[src/rtl/writeback_regfile.sv]
// writeback_regfile: SEQ Y86-64 write-back stage and architectural register file.
// Chooses destination registers from icode/rA/rB/Cnd, commits valE/valM on the
// rising clock edge, and tracks processor status (AOK/HLT/INS) and the number
// of retired instructions.
// Optional feature macro: RSP_RESET_EN -- when defined, %rsp (reg4) resets to
// RSP_INIT instead of zero.
module writeback_regfile #(
  parameter int          CNT_W    = 32,
  parameter logic [63:0] RSP_INIT = 64'h0000_0000_0000_1000
) (
  input  logic             clk,
  input  logic             rst,
  input  logic             instr_valid,
  input  logic [3:0]       icode,
  input  logic [3:0]       rA,
  input  logic [3:0]       rB,
  input  logic             Cnd,
  input  logic [63:0]      valE,
  input  logic [63:0]      valM,
  output logic [63:0]      reg0,
  output logic [63:0]      reg1,
  output logic [63:0]      reg2,
  output logic [63:0]      reg3,
  output logic [63:0]      reg4,
  output logic [63:0]      reg5,
  output logic [63:0]      reg6,
  output logic [63:0]      reg7,
  output logic [63:0]      reg8,
  output logic [63:0]      reg9,
  output logic [63:0]      reg10,
  output logic [63:0]      reg11,
  output logic [63:0]      reg12,
  output logic [63:0]      reg13,
  output logic [63:0]      reg14,
  output logic [2:0]       stat,
  output logic [CNT_W-1:0] retired
);

  typedef enum logic [2:0] {
    AOK = 3'd1,
    HLT = 3'd2,
    INS = 3'd4
  } stat_t;

  localparam logic [3:0] REG_NONE = 4'hF;
  localparam logic [3:0] REG_RSP  = 4'd4;

`ifdef RSP_RESET_EN
  localparam logic [63:0] RSP_RESET_VAL = RSP_INIT;
`else
  localparam logic [63:0] RSP_RESET_VAL = 64'd0;
  logic unused_rsp_init;
  assign unused_rsp_init = ^RSP_INIT;
`endif

  stat_t       state;
  logic [63:0] rf [15];
  logic [3:0]  dst_e;
  logic [3:0]  dst_m;

  // Destination register selection from the current instruction fields
  always_comb begin
    dst_e = REG_NONE;
    dst_m = REG_NONE;
    case (icode)
      4'h2:                   dst_e = Cnd ? rB : REG_NONE;
      4'h3, 4'h6:             dst_e = rB;
      4'h8, 4'h9, 4'hA, 4'hB: dst_e = REG_RSP;
      default:                dst_e = REG_NONE;
    endcase
    case (icode)
      4'h5, 4'hB: dst_m = rA;
      default:    dst_m = REG_NONE;
    endcase
  end

  // Status machine, register commits and retire counter; valM is assigned after valE so it wins on a shared destination
  always_ff @(posedge clk or posedge rst) begin
    if (rst) begin
      for (int i = 0; i < 15; i++) begin
        rf[i] <= (i == 4) ? RSP_RESET_VAL : 64'd0;
      end
      state   <= AOK;
      retired <= '0;
    end else if (instr_valid && state == AOK) begin
      if (icode == 4'h0) begin
        state   <= HLT;
        retired <= retired + {{(CNT_W-1){1'b0}}, 1'b1};
      end else if (icode > 4'hB) begin
        state <= INS;
      end else begin
        retired <= retired + {{(CNT_W-1){1'b0}}, 1'b1};
        for (int i = 0; i < 15; i++) begin
          if (dst_e == 4'(i)) rf[i] <= valE;
          if (dst_m == 4'(i)) rf[i] <= valM;
        end
      end
    end
  end

  assign stat  = state;
  assign reg0  = rf[0];
  assign reg1  = rf[1];
  assign reg2  = rf[2];
  assign reg3  = rf[3];
  assign reg4  = rf[4];
  assign reg5  = rf[5];
  assign reg6  = rf[6];
  assign reg7  = rf[7];
  assign reg8  = rf[8];
  assign reg9  = rf[9];
  assign reg10 = rf[10];
  assign reg11 = rf[11];
  assign reg12 = rf[12];
  assign reg13 = rf[13];
  assign reg14 = rf[14];

endmodule

[config.mk]
export PLATFORM = sky130hd
export DESIGN_NAME = writeback_regfile
export DESIGN_NICKNAME = d
export VERILOG_FILES = /design/src/rtl/writeback_regfile.sv
export SDC_FILE = /design/constraint.sdc
export NUM_CORES = 2
export LEC_CHECK = 0
export CORE_AREA = 2 2 443 445
export CTS_CLUSTER_SIZE = 24
export DETAILED_ROUTE_END_ITERATION = 7
export DIE_AREA = 0 0 445 447
export DONT_BUFFER_PORTS = 1
export GPL_ROUTABILITY_DRIVEN = 0
export PLACE_DENSITY_LB_ADDON = 0.08
export SYNTH_ARGS = -nofsm -noshare
export SYNTH_HDL_FRONTEND = slang
export SYNTH_SLANG_ARGS = --single-unit
[constraint.sdc]
create_clock -name clk -period 44.2 [get_ports clk]
set_input_delay 13.26 -clock clk [delete_from_list [all_inputs] [get_ports clk]]
set_output_delay 13.26 -clock clk [all_outputs]
set_load 0.1 [all_outputs]
==> run summary <==
Most frequent cells in the layout: 994 x dfrtp_1, 883 x nor2_1, 354 x o22ai_1
# Max-Cap Violations: 0
Unrepaired setup endpoints after global routing: no
Syn nets: 5061
Starting Density: 24.6%
Routed vias/inst: 5.91
Std cell rows: 162
Post-CTS Hold Fix Bufs: 0
TritonCTS buffer count: 133
Final period util: 36.9%
TritonCTS clock tree: yes
All-Layer GR Usage: 29.3%
Placed wire-length estimate: 193000 um
DRC violations left: 0
Clock Sinks: 995
Prevailing post-synth register cell: dfrtp_1
Largest net degree at the start of global routing: 184
Die width: 445 um
Crit Path Class: in -> reg
Root Buffer: clkbuf_16
Die Footprint: 199000 um^2
Hold Slack: 0.546 ns
Final WS setup: 27.90 ns
Final min period: 16.30 ns
Placement Setup Slack: 26.92 ns
Fin. Hold Viols: 0
Mapped Area: 47700 um^2
Crit Path Max Fanout: 62
Power consumption: 2.06 mW
Total grt overflow: 0
Layout Cells excl Fill: 7235
Status: completed
Die H: 447 um
Mapped Cells: 4916
Setup repair bufs after CTS: 0
Clock skew: 0.0298 ns
Worst-margin pin slew: 1.26 ns
Clk slew on worst S/H paths: 0.06 ns
Crit. End Element: register
Post-synth ARST share: 100%
Syn. warnings: 0
Startpoint of the worst hold path: reg6[1]
Clock tree buffer depth: 3
Crit path max-delay cell type: buf_4
Static Leak: 23.3 nW
Top delay family on crit path: buffers and inverters
Register area share after synthesis: 52.2%
Number of synthesized flops with an enable pin: 0
PD cells: 38.0 nW/um^2
Crit path buffers/inverters: 3
Routed wire length: 302000 um
Clock latency on the worst-skew pair: 0.84 ns
Setup Viol. Count Final: 0
IO buf count: 0
CTS resizes: 0
Setup TNS: 0 ns
WL/cell: 41.8 um
Core ar.: 194000 um^2
Slew margin rel.: 16.1%
Synth cell types: 72
Delay of the slowest critical-path stage: 0.80 ns
Worst EP arrival: 17.00 ns
Critical Path RT: 44.90 ns
Drt first-iter violations: 4761
Syn avg cell area: 9.70 um^2
Initial antenna violation count: 12
Crit-path cells: or4_1 -> nand3_4 -> buf_4 -> buf_4 -> nor3_4 -> buf_4 -> or3_1 -> o221a_2
Vias post-DR: 42800
CP Launch Point: icode[3]
Placed Instances: 6991
Vias in the first global route: 40500
First-pass GRT wire length: 401000 um
Commonest non-fill, non-tap cell in the layout: dfrtp_1
Crit Reg-Reg Startpoint: stat[1]
Hold/Removal Path Class: reg -> reg
TritonRoute pass-1 iters: 6
Critical Path Most Common Cell: buf_4
Fmax achieved: 61.3 MHz
Nets: 4729
Synthesized flop and latch total: 995
Final slew viol count: 0
I/O pin count: 1139
VDD IR max: 0.0000369 V
Startpoint Class: input pin
Area delta synth->final: 13.3%
Share of layout cells above drive strength 1: 15.4%
CTS H-Tree Depth: 4
Antenna-violating nets left: 0
where the power goes:
group	total [mW]	internal, mW	switching, mW
sequential	0.911	0.911	0
clock	1.09	0.622	0.471
combinational	0.0518	0.00799	0.0438
total	2.06	1.54	0.515
cell type report:
type / count / area, um^2
sequential: 995 / 24900
inverter: 74 / 285
clock inverter: 30 / 357
fill: 20400 / 140000
clock buffer: 203 / 3880
timing repair buffer: 119 / 931
tap: 2542 / 3180
antenna: 11 / 27.5
multi-input combinational: 3261 / 20500
metrics by stage:
step           cell area (um^2)  utilization (%)
2_1_floorplan             47700                -
3_3_place_gp              49800             25.6
3_5_place_dp              49800             25.6
4_1_cts                   54000             27.8
5_1_grt                   54000             27.8
6_report                  54000             27.8
routing by layer:
metal  share of wire, %  track usage [%]
met1                 40             36.1
met2                 47             47.1
met3                8.0             7.88
met4                5.4             14.5
met5                  0                0
cell usage after synthesis (all sizes together), types with 59 or more instances:
library cell | instances | share of area (%)
nand3 | 83 | 0.88
a21oi | 292 | 3.1
o221a | 379 | 8.9
or3 | 134 | 1.8
nor3 | 270 | 2.9
buf | 139 | 1.5
clkbuf | 447 | 3.5
o22ai | 354 | 4.6
a211oi | 130 | 2.1
a2bb2oi | 65 | 1.2
inv | 74 | 0.58
o32a | 59 | 1.2
nand2b | 69 | 0.91
dfrtp | 994 | 52
nand2 | 80 | 0.63
o21ai | 197 | 2.1
o211a | 66 | 1.4
nor2 | 886 | 7.0
worst reg2reg max path: cells and delay by family, from the launching register on:
family          cells  cell delay (ns)
compound gates      1             0.13
flops               1             1.11
buf+inv             3             1.81
simple gates        4             1.78
logic make-up after synthesis:
family / synth area share, %
compound gates: 26.3
xor+xnor: 0.569
fa+ha+maj: 0.0262
buf+inv: 5.60
flops: 52.2
mux: 0.0236
simple gates: 15.3
path summary, 6_finish.rpt:
path                            end  slack [ns]  cells after the start
min reg2reg                 reg6[1]        0.55                      2
max                        reg0[52]       27.90                      8
min                         reg6[1]        0.55                      2
min in group asynchronous  reg0[59]       12.38                      1
max in group asynchronous  reg0[11]       27.92                      5
max reg2reg                reg0[52]       39.26                      8
No activity file was read; power rests on OpenSTA's default activity.
